--- config.mk ---
export PLATFORM = sky130hd
export DESIGN_NAME = fifo_rx
export DESIGN_NICKNAME = d
export VERILOG_FILES = /design/src/rtl/fifo_rx_pkg.sv /design/src/rtl/fifo_rx_mem.sv /design/src/rtl/fifo_rx.sv
export SDC_FILE = /design/constraint.sdc
export NUM_CORES = 1
export LEC_CHECK = 0
export ABC_AREA = 1
export BUFFER_PORTS_ARGS = -buffer_cell sky130_fd_sc_hd__buf_2
export CAP_MARGIN = 20
export CORE_MARGIN = 8
export CORE_UTILIZATION = 40
export CTS_CLUSTER_DIAMETER = 40
export DETAILED_ROUTE_END_ITERATION = 6
export PLACE_DENSITY = 0.65
export SKIP_CTS_REPAIR_TIMING = 1
export SLEW_MARGIN = 30
export SYNTH_ARGS = -nofsm -noshare
export SYNTH_HDL_FRONTEND = slang
export SYNTH_SLANG_ARGS = --single-unit
--- constraint.sdc ---
create_clock -name clk -period 3.85 [get_ports clk]
set_clock_uncertainty 0.2 [all_clocks]
set_input_delay 0.5775 -clock clk [delete_from_list [all_inputs] [get_ports clk]]
set_output_delay 0.5775 -clock clk [all_outputs]
set_load 0.1 [all_outputs]
--- src/rtl/fifo_rx_pkg.sv ---
// fifo_rx_pkg: shared defaults for the receive-side byte FIFO.
package fifo_rx_pkg;

  localparam int DATA_W_DEF   = 8;
  localparam int DEPTH_DEF    = 16;
  localparam int AF_LEVEL_DEF = 12;

  // Pointer width carries one extra wrap bit above the address bits.
  function automatic int ptr_width(input int depth);
    return $clog2(depth) + 1;
  endfunction

  localparam int PTR_W_DEF = ptr_width(DEPTH_DEF);

endpackage

--- src/rtl/fifo_rx_mem.sv ---
// fifo_rx_mem: DEPTH x DATA_W storage, synchronous write, asynchronous read.
module fifo_rx_mem
  import fifo_rx_pkg::*;
#(
  parameter int DATA_W = DATA_W_DEF,
  parameter int DEPTH  = DEPTH_DEF,
  parameter int AW     = $clog2(DEPTH)
) (
  input  logic              clk,
  input  logic              wr_en,
  input  logic [AW-1:0]     wr_addr,
  input  logic [DATA_W-1:0] wr_data,
  input  logic [AW-1:0]     rd_addr,
  output logic [DATA_W-1:0] rd_data
);

  logic [DATA_W-1:0] mem [DEPTH];

  // Store the incoming byte; contents are deliberately left unreset.
  always_ff @(posedge clk) begin
    if (wr_en) mem[wr_addr] <= wr_data;
  end

  assign rd_data = mem[rd_addr];

endmodule

--- src/rtl/fifo_rx.sv ---
// fifo_rx: byte buffer behind the UART receiver with full/empty/almost-full,
// occupancy and a sticky overrun flag.
// Build option: define FIFO_RX_FWFT_EN for first-word-fall-through read data;
// otherwise data_out is a register loaded on each accepted read.
module fifo_rx
  import fifo_rx_pkg::*;
#(
  parameter int DATA_W   = DATA_W_DEF,
  parameter int DEPTH    = DEPTH_DEF,
  parameter int AF_LEVEL = AF_LEVEL_DEF
) (
  input  logic                     clk,
  input  logic                     rst_n,
  input  logic [DATA_W-1:0]        data_in,
  input  logic                     wr_en,
  input  logic                     rd_en,
  output logic [DATA_W-1:0]        data_out,
  output logic                     empty,
  output logic                     full,
  output logic                     almost_full,
  output logic [$clog2(DEPTH):0]   count,
  output logic                     overrun,
  input  logic                     ovr_clr
);

  localparam int AW    = $clog2(DEPTH);
  localparam int PTR_W = AW + 1;

  logic [PTR_W-1:0]  wr_ptr;
  logic [PTR_W-1:0]  rd_ptr;
  logic              rd_acc;
  logic              wr_acc;
  logic              wr_drop;
  logic [DATA_W-1:0] mem_rd;

  // Status decoded straight from the registered pointers.
  assign empty       = (wr_ptr == rd_ptr);
  assign full        = (wr_ptr[AW-1:0] == rd_ptr[AW-1:0]) &&
                       (wr_ptr[AW] != rd_ptr[AW]);
  assign count       = wr_ptr - rd_ptr;
  assign almost_full = (count >= PTR_W'(AF_LEVEL));

  // A pop on a full FIFO frees the slot the same-cycle write lands in.
  assign rd_acc  = rd_en && !empty;
  assign wr_acc  = wr_en && (!full || rd_acc);
  assign wr_drop = wr_en && full && !rd_acc;

  fifo_rx_mem #(
    .DATA_W (DATA_W),
    .DEPTH  (DEPTH),
    .AW     (AW)
  ) u_mem (
    .clk     (clk),
    .wr_en   (wr_acc),
    .wr_addr (wr_ptr[AW-1:0]),
    .wr_data (data_in),
    .rd_addr (rd_ptr[AW-1:0]),
    .rd_data (mem_rd)
  );

  // Pointer advance on accepted writes and reads.
  always_ff @(posedge clk or negedge rst_n) begin
    if (!rst_n) begin
      wr_ptr <= '0;
      rd_ptr <= '0;
    end else begin
      if (wr_acc) wr_ptr <= wr_ptr + 1'b1;
      if (rd_acc) rd_ptr <= rd_ptr + 1'b1;
    end
  end

  // Sticky overrun: a dropped byte takes priority over a clear request.
  always_ff @(posedge clk or negedge rst_n) begin
    if (!rst_n)       overrun <= 1'b0;
    else if (wr_drop) overrun <= 1'b1;
    else if (ovr_clr) overrun <= 1'b0;
  end

`ifdef FIFO_RX_FWFT_EN
  // Head word shown as soon as it is stored; zero while nothing is held.
  always_comb begin
    data_out = empty ? '0 : mem_rd;
  end
`else
  // Registered read data, updated only when a pop is accepted.
  always_ff @(posedge clk or negedge rst_n) begin
    if (!rst_n)      data_out <= '0;
    else if (rd_acc) data_out <= mem_rd;
  end
`endif

endmodule

# Word-level counts from Yosys, hierarchy flattened

Memories as Yosys holds them, arrays and structs flattened. A register that Yosys moved wholly into a read port is not among the register bits.
Index checks and enable logic that the tools add are counted.

Add/subtract/negate cells: 3
Order comparisons: 1
Eq/ne operators: 3
Mux-type cells: 4
Reductions and logical operators: 11

Operators by type and width:

| cell                  | count |
|---|---|
| $add A5 B1 Y5 const B | 2 |
| $eq A5 B5 Y1          | 1 |
| $ge A5 B4 Y1 const B  | 1 |
| $logic_and A1 B1 Y1   | 5 |
| $sub A5 B5 Y5         | 1 |
| $eq A4 B4 Y1          | 1 |
| $logic_not A1 Y1      | 4 |
| $mux W1               | 4 |
| $reduce_bool A2 Y1    | 1 |
| $logic_or A1 B1 Y1    | 1 |
| $ne A1 B1 Y1          | 1 |

Register bits after elaboration: 11
RAM bits: 128
Memories: 1

Memories:

| name      | depth | width | rd ports | clocked after Yosys merged registers in | wr ports | RTL line          | text |
|---|---|---|---|---|---|---|---|
| u_mem.mem | 16    | 8     | 1        | 1                                       | 1        | fifo_rx_mem.sv:17 | `logic [DATA_W-1:0] mem [DEPTH];` |

# Longest topological paths before layout

Gate-level depths: netlist of run 1.

Depth in word-level cells: 7
Depth in mapped cells: 14
Gate-level depth less buffers: 12

# Cells and area by module

Synthesis of run 1 repeated with hierarchy kept, for this count alone.

Cells, all modules: 689
Area total of the unflattened synthesis: 6746.5 µm²

By module, submodules not included:

| module      | instances | cells an instance | area an instance (µm²) | sequential area each (µm²) |
|---|---|---|---|---|
| fifo_rx_mem | 1         | 543               | 5606.6                 | 3843.7 |
| fifo_rx     | 1         | 146               | 1139.8                 | 475.5 |

# Worst setup path before layout of run 1

No wires, ideal clock.

Path kind: reg2out
Start point: reg rd_ptr[2]
End point: out almost_full
Arrival time: 3.647 ns
Path slack: -0.575 ns
Cell stages (with the launch flop): 9
Path through: dfrtp_1 -> buf_2 -> inv_1 -> clkbuf_1 -> ha_1 -> a21oi_1 -> nand2_1 -> xor2_1 -> a21o_1

Longest elaborated chain between the ends: 2

RTL lines:

| item                   | RTL line      | text |
|---|---|---|
| start, declared        | fifo_rx.sv:30 | `logic [PTR_W-1:0] rd_ptr;` |
| start signal, assigned | fifo_rx.sv:68 | `if (rd_acc) rd_ptr <= rd_ptr + 1'b1;` |
| $sub A5 B5 Y5          | fifo_rx.sv:40 | `assign count = wr_ptr - rd_ptr;` |
| net count[3]           | fifo_rx.sv:21 | `output logic [$clog2(DEPTH):0] count,` |
| $ge A5 B4 Y1           | fifo_rx.sv:41 | `assign almost_full = (count >= PTR_W'(AF_LEVEL));` |
| end, declared          | fifo_rx.sv:20 | `output logic almost_full,` |

The timed path passes the listed nets, and every way through them passes these cells.

# Worst setup path after layout of run 1

Start point: reg rd_ptr[2]
End point: out almost_full

Longest elaborated chain between the ends: 2

RTL lines:

| item          | RTL line |
|---|---|
| $sub A5 B5 Y5 | fifo_rx.sv:40 |
| $ge A5 B4 Y1  | fifo_rx.sv:41 |

No other way between the ends.

==> results of run 1 <==
==> worst register-to-register path: stages (launching register included) <==
cell and delay, ns:
dfrtp_1 0.54, inv_1 0.28, ha_1 0.44, nand2_1 0.12
nor2_2 0.05, inv_1 0.08, nor2_4 0.05, nand2_2 0.08
nand2_4 0.07, inv_4 0.12, nand2_2 0.14, nor2_1 0.55
==> synth_stat cells <==
cell type  instances
nor2_4             1
nand3_2            1
clkinv_1           2
buf_6              1
dfrtp_1           19
nand3_1           95
buf_4              3
edfxtp_1         128
clkbuf_1           3
nand2_1          173
o21ai_1            2
a21o_1             1
inv_2              3
ha_1               9
nor2_2             1
nand2_4            2
xor2_1             9
buf_2             18
fa_1               1
o21ai_0            3
nand2_2            6
inv_1             93
nor2_1            33
inv_4              1
a21oi_1           18
==> metrics by stage <==
step | instances | instance area [µm²] | hold WS (ns)
2_1_floorplan | 626 | 6530 | 0.0819
4_1_cts | 881 | 7510 | -0.109
3_5_place_dp | 849 | 6910 | 0.315
6_report | 882 | 7520 | 0.141
3_3_place_gp | 849 | 6910 | 0.305
5_1_grt | 882 | 7520 | 0.144
==> kinds of logic after synthesis <==
family | count (synthesis) | share of synthesized area (%)
compound gates | 24 | 1.89
xor+xnor | 9 | 1.21
fa+ha+maj | 10 | 2.04
simple gates | 312 | 20.6
buf+inv | 124 | 7.84
flops | 147 | 66.5
==> sequential cells by signal, indices dropped and copies added, names as in the netlist <==
name,cells
u_mem.mem,128
data_out,8
rd_ptr,5
wr_ptr,5
overrun,1
==> cells in the final DEF (no fill, tap or decap), types with 2 or more instances in the layout <==
cell / count
inv_2: 2
nand2_2: 6
clkinv_1: 2
o21ai_1: 2
a21oi_1: 18
buf_2: 24
xor2_1: 6
clkbuf_16: 17
bufinv_16: 2
ha_1: 9
clkinvlp_4: 6
nand2_4: 2
buf_4: 3
edfxtp_1: 128
nand2_1: 173
inv_4: 2
xor2_2: 2
inv_1: 93
inv_6: 4
nor2_1: 33
buf_12: 5
o21ai_0: 3
nand3_1: 95
dfrtp_1: 18
==> routing by layer <==
metal / global-route usage, % / up-vias / wire length (µm)
met3: 3.65 / 28 / 894
met4: 7.08 / 0 / 369
met5: 0 / - / 0
li1: - / 2081 / -
met1: 19.6 / 2064 / 6590
met2: 24.9 / 133 / 7150
==> layout make-up <==
type | instances | share of cell area (%)
flip-flops and latches | 147 | 57.5
multi-input cells | 355 | 22.7
clock buffers | 19 | 5.89
inverters | 99 | 5.01
well taps | 216 | 3.60
repair buffers | 33 | 3.36
clock inverters | 13 | 1.98
==> worst paths after layout <==
kind	start	end	slack (ns)	depth (start not counted)
worst max-delay path	rd_ptr[2]$_DFFE_PN0P_	almost_full	0.54	7
worst min-delay path	ovr_clr	overrun$_DFFE_PN0P_	0.14	2
worst max register to register	rd_ptr[2]$_DFFE_PN0P_	u_mem.mem[4][1]$_DFFE_PP_	0.76	11
worst min register to register	overrun$_DFFE_PN0P_	overrun$_DFFE_PN0P_	0.32	2
max in group asynchronous	rst_n	rd_ptr[0]$_DFFE_PN0P_	2.68	2
min in group asynchronous	rst_n	rd_ptr[3]$_DFFE_PN0P_	0.43	2
==> reports/results.ini, run 1 <==
[clocking]
clockRootBuffer=clkbuf_16
clock_sinks=147
clock_latency_ns=0.43
cts_buffers=17
cts-htree-levels=4
cts_tree=yes
clkSlewWorstSetupHoldPaths_ns=0.06
ctsLongestPathBuffers=2

[layout]
fin_nets=676
n_fill_cell=1455
area_growth_pct=15.7
multi_input_area_mm2=0.00170
drive_gt1_share_pct=12.3
diodes=0
regArea_mm2=0.00432
post-route-util_pct=47.3

[sta]
rsz0062_at_grt=no
worst_slack_ns=0.540
max_freq_mhz=302
hold_viol=0
slew_headroom_pct=45.3
setup_viol=0
period_needed_ns=3.31
period_share_pct=86.0
totalNegativeSetupSlack_ns=0
final_max_slew_viol_count=0
worst_pin_slew_ns=0.818

[placed_design]
dpl_worst_slack_ns=0.782
dp_hpwl_um=10000
routabilityCongestion=0.863
io_buffer_count=29

[synthesis]
yosysTopAreaCell=edfxtp_1
synth_cells=626
avgSynthCellArea_um2=10.4
synthTopCellsByArea=edfxtp_1, nand2_1, dfrtp_1
syn-cell-area_mm2=0.00650
ys_types=25
synth_seq_area_share_pct=66.5
synth_nets=649
netlist.area_leader.share_pct=59.1
synth_warnings=0
yosys_register_bits=147

[setup_path]
crit_path_top_delay_cell=dfrtp_1
critical_path.max_stage_delay_ns=0.54
crit_arrival_ns=2.53
cp-end-kind=primary output
crit_chain=inv_1 > ha_1 > nand3_1 > nand2_1 > xor2_4 > a21o_1 > buf_12
path_buf_inv=2
startpoint_type=flip-flop
worst-endpoint-required_ns=3.07
critPathKind=reg -> out
cp_max_fo=11
crit_family=flip-flops

[routing]
route.detailed.drc=0
drt-vias-per-instance=4.88
ant_nets=0
vias=4306
wl_um=15000
wl_per_cell_um=17.0
firstDrtPassIters=5
drtIter0Drc=431

[global_routing]
grt_pass1_wl_um=23200
antenna_found_initial=0
grt_pass1_vias=4213
grt_util_all_layers_pct=15.5
overflow=0
grt_max_degree=67

[floorplan]
num_rows=46
dieArea_mm2=0.0206
die_h_um=143
dieWidth_um=143
boundaryPins=30
initial_core_util_pct=40.9
coreArea_mm2=0.0159

[run_status]
status=completed

[job]
drv_cap=0

[min_path]
hp-class=in -> reg

Power of run 1 is not shown: default switching activity piles up to over one toggle a cycle in this logic, so the estimate is an artifact.
==> run 2: changes to the inputs <==
==> constraint.sdc (replaced) <==
create_clock -name clk -period 3.2 [get_ports clk]
set_clock_uncertainty 0.2 [all_clocks]
set_input_delay 0.48 -clock clk [delete_from_list [all_inputs] [get_ports clk]]
set_output_delay 0.48 -clock clk [all_outputs]
set_load 0.1 [all_outputs]
==> reports/results.ini, run 2 (same netlist as run 1, synthesis figures left out) <==
[run_status]
status=completed

[floorplan]
die_h_um=143
initial_core_util_pct=40.9
boundaryPins=30
coreArea_mm2=0.0159
dieArea_mm2=0.0206
dieWidth_um=143
num_rows=46

[clocking]
clock_sinks=147
ctsLongestPathBuffers=2
cts_tree=yes
cts_buffers=17
clkSlewWorstSetupHoldPaths_ns=0.06
cts-htree-levels=4
clockRootBuffer=clkbuf_16
clock_latency_ns=0.42

[layout]
largestRegisters=u_mem.mem: 128 flops, data_out: 8 flops
fin_nets=686
final_common_cell=nand2_1
final_cell_mix=nand2_1, edfxtp_1, nand3_1, inv_1, nor2_1
drive_gt1_share_pct=13.4
largest_reg_flops=128
top_register=u_mem.mem
n_fill_cell=1441
diodes=0
area_growth_pct=17.6

[job]
drv_cap=0

[routing]
vias=4388
route.detailed.drc=0
ant_nets=0
met1Wirelength_um=6430
wl_met2_um=7060
top_layer_used=met4
wl_per_cell_um=16.6
drt-vias-per-instance=4.93
wl_met3_um=998
firstDrtPassIters=5
drtIter0Drc=384
wl_um=14800

[sta]
hold_viol=0
worst_pin_slew_ns=0.716
max_freq_mhz=329
period_needed_ns=3.04
slew_headroom_pct=52.3
final_max_slew_viol_count=0
period_share_pct=95.1
setup_viol=0
rsz0062_at_grt=no
totalNegativeSetupSlack_ns=0

[global_routing]
grt_max_degree=68
grt_util_all_layers_pct=15.3
grt_pass1_wl_um=23200
antenna_found_initial=0
overflow=0
grt_pass1_vias=4318

[setup_path]
crit_path_top_delay_cell=dfrtp_1
critPathKind=reg -> out
path_buf_inv=3
crit_arrival_ns=2.36
cp_max_fo=4
critical_path.max_stage_delay_ns=0.41
cp-end-kind=primary output
worst-endpoint-required_ns=2.52
cpMostUsedCell=inv_1
crit_chain=inv_1 > ha_1 > inv_1 > fa_2 > nand3_1 > nand2_1 > xor2_4 > a21o_4 > buf_12
crit_family=adder cells
startpoint_type=flip-flop

[placed_design]
routabilityCongestion=0.887
dp_hpwl_um=9820
io_buffer_count=29

[min_path]
hp-class=in -> reg

## run 2: cell type report
class	instances	area, µm²	area share (%)
sequential	147	4320	56.5
clock buffer	18	429	5.62
tap	216	270	3.54
timing repair buffer	43	370	4.85
multi-input combinational	355	1740	22.7
inverter	99	374	4.90
clock inverter	12	141	1.85
## run 2: routing by layer
metal / vias up / global-route usage (%)
met3: 24 / 3.32
met1: 2092 / 19.7
li1: 2102 / -
met5: - / 0
met2: 170 / 24.2
met4: 0 / 7.47
## run 2: final timing paths
kind	from	end	slack [ns]	cells past startpoint
worst max register to register	rd_ptr[3]$_DFFE_PN0P_	u_mem.mem[1][4]$_DFFE_PP_	0.49	11
min in group asynchronous	rst_n	data_out[0]$_DFFE_PN0P_	0.36	2
worst max-delay path	wr_ptr[0]$_DFFE_PN0P_	almost_full	0.16	9
worst min-delay path	ovr_clr	overrun$_DFFE_PN0P_	0.06	2
max in group asynchronous	rst_n	rd_ptr[0]$_DFFE_PN0P_	2.08	2
worst min register to register	data_out[3]$_DFFE_PN0P_	data_out[3]$_DFFE_PN0P_	0.33	2
## run 2: worst reg2reg max path, stage by stage (launching register included)
cell and delay (ns):
dfrtp_1 0.41, clkinv_1 0.11, ha_1 0.42, nand2_1 0.11
nor2_2 0.05, inv_1 0.08, nor2_4 0.05, nand2_2 0.08
nand2_4 0.07, inv_4 0.12, nand2_2 0.10, nor2_1 0.54
## run 2: stage by stage
step / hold WS, ns / std cells / cell area (µm²) / utilization [%] / setup slack, ns
2_1_floorplan: -0.0156 / 626 / 6560 / - / 0.00834
3_3_place_gp: 0.266 / 859 / 7060 / 44.4 / 0.530
3_5_place_dp: 0.279 / 859 / 7060 / 44.4 / 0.485
4_1_cts: -0.176 / 889 / 7630 / 48.0 / 0.0424
5_1_grt: 0.106 / 890 / 7640 / 48.1 / 0.0432
6_report: 0.0584 / 890 / 7640 / 48.1 / 0.157
Power of run 2 is left out for the same reason.
==> run 3: changes to the inputs <==
--- a/config.mk
+++ b/config.mk
@@ -13,6 +13,7 @@
 export CTS_CLUSTER_DIAMETER = 40
 export DETAILED_ROUTE_END_ITERATION = 6
 export PLACE_DENSITY = 0.65
+export SETUP_SLACK_MARGIN = 0.5
 export SKIP_CTS_REPAIR_TIMING = 1
 export SLEW_MARGIN = 30
 export SYNTH_ARGS = -nofsm -noshare
==> reports/results.ini, run 3 (same netlist as run 1, synthesis figures left out) <==
[run_status]
status=completed

[setup_path]
cpMostUsedCell=inv_2
crit_chain=inv_2 > ha_4 > inv_2 > fa_2 > nand3_2 > nand2_4 > xor2_4 > a21o_4 > buf_12
crit_family=adder cells
path_buf_inv=3
worst-endpoint-required_ns=2.52
crit_arrival_ns=2.12
cp.depth=9
critical_path.max_stage_delay_ns=0.39
cp_max_fo=4
critPathKind=reg -> out
startpoint_type=flip-flop
rr_worst_depth=11
crit_path_top_delay_cell=dfrtp_1
cp-end-kind=primary output

[layout]
n_fill_cell=1429
largest_reg_flops=128
diodes=0
fin_nets=693
final_cell_mix=nand2_1, edfxtp_1, nand3_1, inv_1, buf_2
drive_gt1_share_pct=18.7
final_common_cell=nand2_1
top_register=u_mem.mem
largestRegisters=u_mem.mem: 128 flops, data_out: 8 flops
area_growth_pct=20.8
fin_cells=899

[sta]
period_share_pct=87.6
max_freq_mhz=357
hold_ws_ns=0.0551
setup_viol=0
rsz0062_at_grt=yes
period_needed_ns=2.80
slew_headroom_pct=51.7
totalNegativeSetupSlack_ns=0
worst_pin_slew_ns=0.722
final_max_slew_viol_count=0
worst_slack_ns=0.397
hold_viol=0

[floorplan]
boundaryPins=30
die_h_um=143
num_rows=46
initial_core_util_pct=40.9
coreArea_mm2=0.0159
dieWidth_um=143
dieArea_mm2=0.0206

[clocking]
clkSlewWorstSetupHoldPaths_ns=0.06
clock_latency_ns=0.42
cts_tree=yes
clockRootBuffer=clkbuf_16
cts-htree-levels=4
cts_buffers=17
ctsLongestPathBuffers=2
clock_sinks=147

[global_routing]
grt_max_degree=68
antenna_found_initial=0
met1_usage_pct=19.3
use_met2_pct=25.1
use_met3_pct=3.42
grt_util_all_layers_pct=15.4
grt_pass1_wl_um=23500
busiest_layer=met2
overflow=0
grt_pass1_vias=4247

[routing]
firstDrtPassIters=6
vias=4409
wl_per_cell_um=16.9
route.detailed.drc=0
drt-vias-per-instance=4.90
drtIter0Drc=424
wl_um=15200
ant_nets=0

[placed_design]
dpl_worst_slack_ns=0.417
place_inst=850
dp_hpwl_um=9760
routabilityCongestion=0.905
io_buffer_count=29

[min_path]
hp-class=in -> reg
hold_path_depth=2

[job]
drv_cap=0

## run 3: layout make-up
cell class / count / area [µm²] / share of cell area [%]
clock buffers: 21 / 440 / 5.61
well taps: 216 / 270 / 3.44
repair buffers: 50 / 422 / 5.37
clock inverters: 11 / 154 / 1.96
multi-input cells: 355 / 1860 / 23.7
flip-flops and latches: 147 / 4320 / 55.1
inverters: 99 / 382 / 4.86
## run 3: path summary, 6_finish.rpt
path / slack (ns) / end / from
min in group asynchronous: 0.36 / overrun$_DFFE_PN0P_ / rst_n
setup reg to reg: 0.65 / u_mem.mem[11][2]$_DFFE_PP_ / rd_ptr[2]$_DFFE_PN0P_
hold reg to reg: 0.32 / overrun$_DFFE_PN0P_ / overrun$_DFFE_PN0P_
hold / removal: 0.06 / overrun$_DFFE_PN0P_ / ovr_clr
max in group asynchronous: 2.10 / rd_ptr[2]$_DFFE_PN0P_ / rst_n
setup / recovery: 0.40 / almost_full / wr_ptr[0]$_DFFE_PN0P_
## run 3: through the flow
stage	utilization, %	instance area (µm²)
global route	49.4	7850
finish	49.4	7850
floorplan	-	6690
global placement	44.6	7090
CTS	48.3	7680
detailed placement	44.6	7090
## run 3: worst reg2reg max path: stages (launching register included)
cell and delay [ns]:
dfrtp_2 0.41, clkinvlp_4 0.18, ha_4 0.30, nand2_1 0.08, nor2_2 0.04, inv_1 0.09, nor2_4 0.06, nand2_2 0.10
nand2_4 0.07, inv_4 0.14, nand2_4 0.10, nor2_2 0.41
## run 3: per-layer routing
layer	share of wire (%)	wire [µm]
met2	49	7440
met4	2.3	347
met3	6.0	915
met5	0	0
met1	43	6460
Power of run 3 is left out for the same reason.
